==> src/rtl/load_store_unit.sv <==
// load_store_unit: Memory-stage load/store unit sitting between the M stage
// and a single-ported req/ack data bus.
//   clk, reset         : clock, asynchronous active-low reset
//   MemWriteM/MemReadM : store / load request from the M stage
//   funct3M            : size/sign (B, H, W, BU, HU)
//   ALUResultM         : byte address
//   WriteDataM         : right-justified store data
//   ReadDataM          : formatted load data (valid in the DONE cycle)
//   StallM             : holds F/D/E/M while a bus access is in flight
//   ErrM               : 00 ok, 01 misaligned, 10 illegal, 11 bus timeout
//   bus_*              : word-addressed bus with byte enables, req/ack
module load_store_unit #(
  parameter int TIMEOUT_CYCLES = 16
) (
  input  logic        clk,
  input  logic        reset,
  input  logic        MemWriteM,
  input  logic        MemReadM,
  input  logic [2:0]  funct3M,
  input  logic [31:0] ALUResultM,
  input  logic [31:0] WriteDataM,
  output logic [31:0] ReadDataM,
  output logic        StallM,
  output logic [1:0]  ErrM,
  output logic        bus_req,
  output logic        bus_we,
  output logic [31:0] bus_addr,
  output logic [31:0] bus_wdata,
  output logic [3:0]  bus_be,
  input  logic [31:0] bus_rdata,
  input  logic        bus_ack
);
  localparam logic [1:0] S_IDLE = 2'd0;
  localparam logic [1:0] S_REQ  = 2'd1;
  localparam logic [1:0] S_DONE = 2'd2;
  localparam int CW = (TIMEOUT_CYCLES > 2) ? $clog2(TIMEOUT_CYCLES) : 1;
  localparam logic [CW-1:0] CNT_MAX = CW'(TIMEOUT_CYCLES - 1);

  logic [1:0]    state_q, state_d;
  logic          bus_req_q, bus_req_d, bus_we_q, bus_we_d;
  logic [31:0]   bus_addr_q, bus_addr_d, bus_wdata_q, bus_wdata_d;
  logic [3:0]    bus_be_q, bus_be_d;
  logic [31:0]   rdata_q, rdata_d;
  logic [CW-1:0] cnt_q, cnt_d;
  logic [1:0]    err_q, err_d;
  logic [2:0]    f3_q, f3_d;
  logic [1:0]    k_q, k_d;
  logic          ld_q, ld_d;

  logic        req, illegal, misalign;
  logic [3:0]  be_fmt;
  logic [31:0] wdata_fmt, shifted, rd_fmt;
  logic        stall;
  logic [1:0]  err_o;
  logic [31:0] rd_o;

  assign req = MemWriteM | MemReadM;

  // Illegal takes priority; alignment is only judged for legal accesses.
  always_comb begin
    illegal = MemWriteM & MemReadM;
    if (MemReadM && (funct3M == 3'b011 || funct3M == 3'b110 || funct3M == 3'b111))
      illegal = 1'b1;
    if (MemWriteM && !(funct3M == 3'b000 || funct3M == 3'b001 || funct3M == 3'b010))
      illegal = 1'b1;
    misalign = req && !illegal &&
               ((funct3M[1:0] == 2'b01 && ALUResultM[0]) ||
                (funct3M[1:0] == 2'b10 && ALUResultM[1:0] != 2'b00));
  end

  // Lane placement; loads reuse the enable pattern but send no data.
  always_comb begin
    be_fmt    = 4'b0000;
    wdata_fmt = 32'h0;
    case (funct3M[1:0])
      2'b00: begin
        be_fmt    = 4'b0001 << ALUResultM[1:0];
        wdata_fmt = {4{WriteDataM[7:0]}};
      end
      2'b01: begin
        be_fmt    = 4'b0011 << ALUResultM[1:0];
        wdata_fmt = {2{WriteDataM[15:0]}};
      end
      2'b10: begin
        be_fmt    = 4'b1111;
        wdata_fmt = WriteDataM;
      end
      default: ;
    endcase
    if (!MemWriteM) wdata_fmt = 32'h0;
  end

  // Load extraction from the word captured in REQ, using latched f3/k.
  always_comb begin
    shifted = rdata_q >> {k_q, 3'b000};
    case (f3_q)
      3'b000:  rd_fmt = {{24{shifted[7]}}, shifted[7:0]};
      3'b001:  rd_fmt = {{16{shifted[15]}}, shifted[15:0]};
      3'b100:  rd_fmt = {24'h0, shifted[7:0]};
      3'b101:  rd_fmt = {16'h0, shifted[15:0]};
      default: rd_fmt = shifted;
    endcase
  end

  always_comb begin
    state_d     = state_q;
    bus_req_d   = bus_req_q;
    bus_we_d    = bus_we_q;
    bus_addr_d  = bus_addr_q;
    bus_wdata_d = bus_wdata_q;
    bus_be_d    = bus_be_q;
    rdata_d     = rdata_q;
    cnt_d       = cnt_q;
    err_d       = err_q;
    f3_d        = f3_q;
    k_d         = k_q;
    ld_d        = ld_q;
    stall       = 1'b0;
    err_o       = 2'b00;
    rd_o        = 32'h0;
    case (state_q)
      S_IDLE: begin
        if (req) begin
          if (illegal)       err_o = 2'b10;
          else if (misalign) err_o = 2'b01;
          else begin
            stall       = 1'b1;
            state_d     = S_REQ;
            bus_req_d   = 1'b1;
            bus_we_d    = MemWriteM;
            bus_addr_d  = {ALUResultM[31:2], 2'b00};
            bus_be_d    = be_fmt;
            bus_wdata_d = wdata_fmt;
            cnt_d       = '0;
            err_d       = 2'b00;
            f3_d        = funct3M;
            k_d         = ALUResultM[1:0];
            ld_d        = MemReadM;
          end
        end
      end
      S_REQ: begin
        stall = 1'b1;
        // ack wins over a coincident timeout
        if (bus_ack) begin
          rdata_d   = bus_rdata;
          bus_req_d = 1'b0;
          err_d     = 2'b00;
          state_d   = S_DONE;
        end else if (cnt_q == CNT_MAX) begin
          rdata_d   = 32'h0;
          bus_req_d = 1'b0;
          err_d     = 2'b11;
          state_d   = S_DONE;
        end else begin
          cnt_d = cnt_q + 1'b1;
        end
      end
      S_DONE: begin
        err_o   = err_q;
        rd_o    = ld_q ? rd_fmt : 32'h0;
        state_d = S_IDLE;
      end
      default: state_d = S_IDLE;
    endcase
  end

  always_ff @(posedge clk or negedge reset) begin
    if (!reset) begin
      state_q     <= S_IDLE;
      bus_req_q   <= 1'b0;
      bus_we_q    <= 1'b0;
      bus_addr_q  <= 32'h0;
      bus_wdata_q <= 32'h0;
      bus_be_q    <= 4'h0;
      rdata_q     <= 32'h0;
      cnt_q       <= '0;
      err_q       <= 2'b00;
      f3_q        <= 3'b000;
      k_q         <= 2'b00;
      ld_q        <= 1'b0;
    end else begin
      state_q     <= state_d;
      bus_req_q   <= bus_req_d;
      bus_we_q    <= bus_we_d;
      bus_addr_q  <= bus_addr_d;
      bus_wdata_q <= bus_wdata_d;
      bus_be_q    <= bus_be_d;
      rdata_q     <= rdata_d;
      cnt_q       <= cnt_d;
      err_q       <= err_d;
      f3_q        <= f3_d;
      k_q         <= k_d;
      ld_q        <= ld_d;
    end
  end

  // Combinational outputs are forced quiet while reset is held, even if the
  // M stage keeps presenting a request.
  assign StallM    = reset & stall;
  assign ErrM      = reset ? err_o : 2'b00;
  assign ReadDataM = reset ? rd_o : 32'h0;
  assign bus_req   = bus_req_q;
  assign bus_we    = bus_we_q;
  assign bus_addr  = bus_addr_q;
  assign bus_wdata = bus_wdata_q;
  assign bus_be    = bus_be_q;
endmodule

==> config.mk <==
export PLATFORM = sky130hd
export DESIGN_NAME = load_store_unit
export DESIGN_NICKNAME = d
export VERILOG_FILES = /design/src/rtl/load_store_unit.sv
export SDC_FILE = /design/constraint.sdc
export NUM_CORES = 1
export LEC_CHECK = 0
export CAP_MARGIN = 5
export CORE_ASPECT_RATIO = 0.6
export CORE_UTILIZATION = 50
export CTS_BUF_LIST = sky130_fd_sc_hd__clkbuf_2
export DETAILED_ROUTE_END_ITERATION = 8
export PLACE_DENSITY = 0.88
export SYNTH_ARGS = -nofsm -noshare
export SYNTH_HDL_FRONTEND = slang
export SYNTH_SLANG_ARGS = --single-unit
==> constraint.sdc <==
create_clock -name clk -period 4.72 [get_ports clk]
set_clock_uncertainty 0.1 [all_clocks]
set_input_delay 0.944 -clock clk [delete_from_list [all_inputs] [get_ports clk]]
set_output_delay 0.944 -clock clk [all_outputs]
set_load 0.005 [all_outputs]
==> flow_summary.ini, run 1 <==
[routing]
drc = 0
num_vias = 4854
wl_per_cell_um = 18.6
via_per_inst = 5.42
ant_nets = 0
drtIter0Drc = 307
routed_wl_um = 16600
drtPass1Iterations = 4

[logic_synthesis]
synth-seq-cells = 113
synth_edf_count = 0
synth_warnings = 0
postSynthCellCount = 529
ys_seq_area_frac = 0.484
netlist_area_mm2 = 0.00584
synth-async-reset-ratio = 1.00
synth.distinct_cells = 55
synthFlopType = dfrtp_1
syn-mean-instance-area_um2 = 11.0

[critical_path]
crit_required_ps = 3680
reg2reg_from = state_q[0]
crit_path_start = state_q[0]
rr_endpoint = bus_addr[29]
path_cells = nand4b_2 -> buf_4 -> or3_1 -> a2111oi_4 -> a21o_1 -> clkdlybuf4s50_1
crit_fanout = 18
crit_path_end = ReadDataM[25]
arrival_ps = 3350
r2r_setup_slack_ps = 2490
start_kind = flop
cp_slowest_cell = a2111oi_4
cp-end-kind = primary output
crit_type = flop to primary output
r2r_cells = 3
max_stage_delay_ps = 610

[clock_network]
insertion_delay_ps = 640
ctsRootBufferMaster = clkbuf_2
clockBufferDepth = 2
cts-hold-fix-buffers = 0
clock_sinks = 113
postCtsSetupBuffers = 0
cts_buffers = 17
htreeDepth = 4
ctsResizeCount = 0
cts_tree = yes
clk_pin_slew_worst_paths_ps = 190

[timing]
clock.fmax_mhz = 228
tns_ps = 0
maxSlewViolCount = 0
maxSlewHeadroom = 0.184
period_needed_ps = 4390
min_period_over_period = 0.930
setup_viol = 0
worst_pin_slew_ps = 1220
rsz0062_at_grt = false
hold_violations = 0

[layout]
syn_to_final_growth_pct = 40.6
layout.cells.non_filler = 896
fill_cells = 815
diodes = 0
drive_above_1_share = 0.0761
fin_nets = 828

[power_and_ir_drop]
power.density_mw_per_mm2 = 529
ir_drop_v = 0.000309
p_leak_nw = 3.53

[floorplanning]
die_w_um = 141
ios = 209
fp.dieArea_mm2 = 0.0121
rows = 30
core_area_mm2 = 0.0113
die_height_um = 85.7
start_util = 0.515

[place]
gp_congestion = 0.950
hpwlAfterDp_um = 12200
dp_cells = 864
io_buffers = 206

[global_route]
antenna_found_initial = 0
grt.total_usage = 0.287
grt_pass1_vias = 5019
grt_first_pass_wirelength_um = 26300
gr-total-overflow = 0
grt_max_degree = 67

[job]
cap_violations = 0

[run_status]
status = finished clean

[worst_hold_path]
hold_path.class = primary input to async pin
==> cell type report <==
cell class                 instances  area (µm²)  area share
clock buffer                      18        90.1      0.0110
timing repair buffer             218        2160       0.264
multi-input combinational        346        2680       0.327
inverter                          27         101      0.0124
tap                              160         200      0.0244
clock inverter                    14         141      0.0172
sequential                       113        2830       0.345
==> synth_stat cells, types with 9 or more instances <==
master,instances,area (µm²)
dfrtp_1,113,2830
nand2_1,19,71.3
clkbuf_1,26,97.6
nor2b_1,26,163
o21ai_0,26,130
a21oi_1,17,85.1
o21ai_1,9,45.0
a22o_1,33,289
a211oi_1,15,113
mux2i_1,53,531
and2_1,22,138
nor2_1,19,71.3
inv_1,26,97.6
mux2_1,44,495
==> critical path, delay by kind of cell, from the launching register on <==
family,cells,cell delay (ps)
compound gates,2,750
buf+inv,2,720
flops,1,580
simple gates,2,660
==> layout by cell type (no fill, tap or decap), types with 4 or more instances in the layout <==
cell type          n
a22o_1            33
nor2b_1           26
buf_4             12
nor3b_1            5
mux2_1            44
a21oi_1           17
and2_1            22
nor2_1            19
inv_1             26
clkbuf_2          18
o21ai_0           26
mux2_4             5
clkdlybuf4s50_1  205
clkinvlp_4         5
nor3_1             4
a21o_1             8
mux2i_1           53
a211oi_1          15
o21ai_1            9
nand2_1           19
dfrtp_1          113
==> worst min path at each step <==
stage                               to  depth (start not counted)  slack [ps]
after global routing      bus_addr[17]                          2         270
after floorplan             rdata_q[0]                          1         370
after global placement    bus_addr[15]                          1         370
after CTS                 bus_addr[15]                          2         250
after detailed placement  bus_addr[28]                          1         380
final                     bus_addr[15]                          2         290
==> flip-flops by register name, summed over array words and instances, names as in the netlist <==
name       cells
bus_wdata     32
rdata_q       32
bus_addr      30
bus_be         4
cnt_q          4
f3_q           3
k_q            2
state_q        2
bus_req        1
bus_we         1
err_q          1
ld_q           1
==> cell families after synthesis <==
kind of cell,count (synthesis),share of synthesized area
AOI/OAI and AO/OA,125,0.150
xor gates and xnor gates,2,0.00300
adders and majority gates,1,0.00214
buffers and inverters,71,0.0579
DFF,113,0.484
muxes,103,0.191
other,1,0.000642
and+or+nand+nor,113,0.111
==> report_power, final <==
| group | internal, mW | leakage, nW | switching, mW |
|---|---|---|---|
| registers | 1.42 | 1.41 | 0.378 |
| clock network | 0.240 | 0.127 | 0.398 |
| logic | 1.12 | 1.99 | 0.782 |
| total | 2.78 | 3.53 | 1.56 |
==> per-stage QoR <==
stage	area [µm²]	setup WS [ps]	utilization	hold WS, ps	power (mW)
floorplan	5840	1540	-	365	2.66
global placement	7970	746	0.703	367	3.63
detailed placement	7970	679	0.703	375	3.70
CTS	8200	274	0.724	255	4.35
global route	8200	72.5	0.724	265	4.61
finish	8200	329	0.724	286	4.34
==> metal layers <==
layer	global-route usage	vias to the layer above	share of wire
li1	-	2264	-
met1	0.401	2337	0.46
met2	0.415	228	0.42
met3	0.0955	25	0.096
met4	0.106	0	0.018
met5	0	-	0
Power figures use the tool's default switching activity.
==> run 2, diff against run 1 <==
==> constraint.sdc (replaced) <==
create_clock -name clk -period 5.65 [get_ports clk]
set_clock_uncertainty 0.1 [all_clocks]
set_input_delay 1.13 -clock clk [delete_from_list [all_inputs] [get_ports clk]]
set_output_delay 1.13 -clock clk [all_outputs]
set_load 0.005 [all_outputs]
==> flow_summary.ini, run 2 (synthesis results as in run 1) <==
[critical_path]
arrival_ps = 3670
crit_fanout = 18
cp-end-kind = primary output
crit_type = flop to primary output
crit_required_ps = 4420
start_kind = flop

[layout]
final_cell_mix = clkdlybuf4s50_1 (205), dfrtp_1 (113), mux2i_1 (53)
syn_to_final_growth_pct = 40.3
diodes = 0
layout.cells.non_filler = 892
drive_above_1_share = 0.0724
final_common_cell = clkdlybuf4s50_1
fin_nets = 825
fill_cells = 827

[clock_network]
cts_buffers = 17
cts_tree = yes
clk_pin_slew_worst_paths_ps = 180
cts-hold-fix-buffers = 0
htreeDepth = 4
clockBufferDepth = 2
postCtsSetupBuffers = 0
ctsRootBufferMaster = clkbuf_2
insertion_delay_ps = 650
ctsResizeCount = 0
clock_sinks = 113

[timing]
rsz0062_at_grt = false
clock.fmax_mhz = 204
min_period_over_period = 0.867
hold_violations = 0
setup_viol = 0
tns_ps = 0
worst_pin_slew_ps = 1200
maxSlewHeadroom = 0.198
period_needed_ps = 4900
maxSlewViolCount = 0

[floorplanning]
die_w_um = 141
rows = 30
ios = 209
die_height_um = 85.7
fp.dieArea_mm2 = 0.0121
start_util = 0.515
core_area_mm2 = 0.0113

[place]
dp_cells = 861
io_buffers = 206
hpwlAfterDp_um = 12400
gp_congestion = 0.917

[global_route]
grt.total_usage = 0.291
grt_pass1_vias = 5070
antenna_found_initial = 0
gr-total-overflow = 0
grt_max_degree = 62
grt_first_pass_wirelength_um = 26700

[routing]
routed_wl_um = 16800
ant_nets = 0
drtPass1Iterations = 5
drtIter0Drc = 328
via_per_inst = 5.51
wl_per_cell_um = 18.8
num_vias = 4912
drc = 0

[run_status]
status = finished clean

[power_and_ir_drop]
p_leak_nw = 3.52
ir_drop_v = 0.000249
power.density_mw_per_mm2 = 447

[job]
cap_violations = 0

[worst_hold_path]
hold_path.class = flop to flop
==> run 2: power breakdown <==
part           internal, mW  switching, mW
clock network         0.246          0.326
logic                 0.926          0.640
registers              1.19          0.336
total                  2.36           1.30
==> run 2: metrics by stage <==
step,worst slack (ps),utilization,power (mW),hold slack (ps),cell area [µm²]
after floorplan,2100,-,2.22,365,5840
after detailed placement,999,0.700,3.09,376,7940
after global placement,1050,0.700,3.03,367,7940
after global routing,549,0.723,3.90,425,8190
final,753,0.723,3.66,409,8190
after CTS,805,0.723,3.67,413,8190
==> run 2: layer usage <==
metal  GRT usage  wire length, µm
met2       0.431             7410
met4      0.0919              246
met3       0.103             1590
met1       0.402             7520
met5           0                0
==> run 2: worst paths after layout <==
path / from / to / slack, ps / cells past startpoint
worst max-delay path: state_q[1] / ReadDataM[27] / 750 / 5
worst min register to register: bus_addr[16] / bus_addr[16] / 410 / 1
min in group asynchronous: reset / rdata_q[28] / 480 / 2
worst max register to register: cnt_q[0] / rdata_q[14] / 3340 / 5
worst min-delay path: bus_addr[16] / bus_addr[16] / 410 / 1
max in group asynchronous: reset / k_q[1] / 3700 / 3
==> run 2: critical path: stages, from the launching register on <==
cell and delay [ps]:
dfrtp_1 710, nand4b_2 520, or3_1 530, a2111oi_4 610
a21o_1 150, clkdlybuf4s50_1 490
==> run 2: area by class of cell <==
type	instances	area, µm²	share of cell area
inverters	27	101	0.0124
repair buffers	215	2130	0.260
well taps	160	200	0.0244
clock inverters	13	163	0.0199
clock buffers	18	90.1	0.0110
multi-input cells	346	2680	0.327
flip-flops and latches	113	2830	0.345
==> run 3, diff against run 2 <==
--- a/config.mk
+++ b/config.mk
@@ -10,6 +10,7 @@
 export CORE_UTILIZATION = 50
 export CTS_BUF_LIST = sky130_fd_sc_hd__clkbuf_2
 export DETAILED_ROUTE_END_ITERATION = 8
+export GPL_ROUTABILITY_DRIVEN = 1
 export PLACE_DENSITY = 0.88
 export SYNTH_ARGS = -nofsm -noshare
 export SYNTH_HDL_FRONTEND = slang
==> results of run 3 <==
Same layout as run 2: the final DEF is identical, and so are final timing and power.
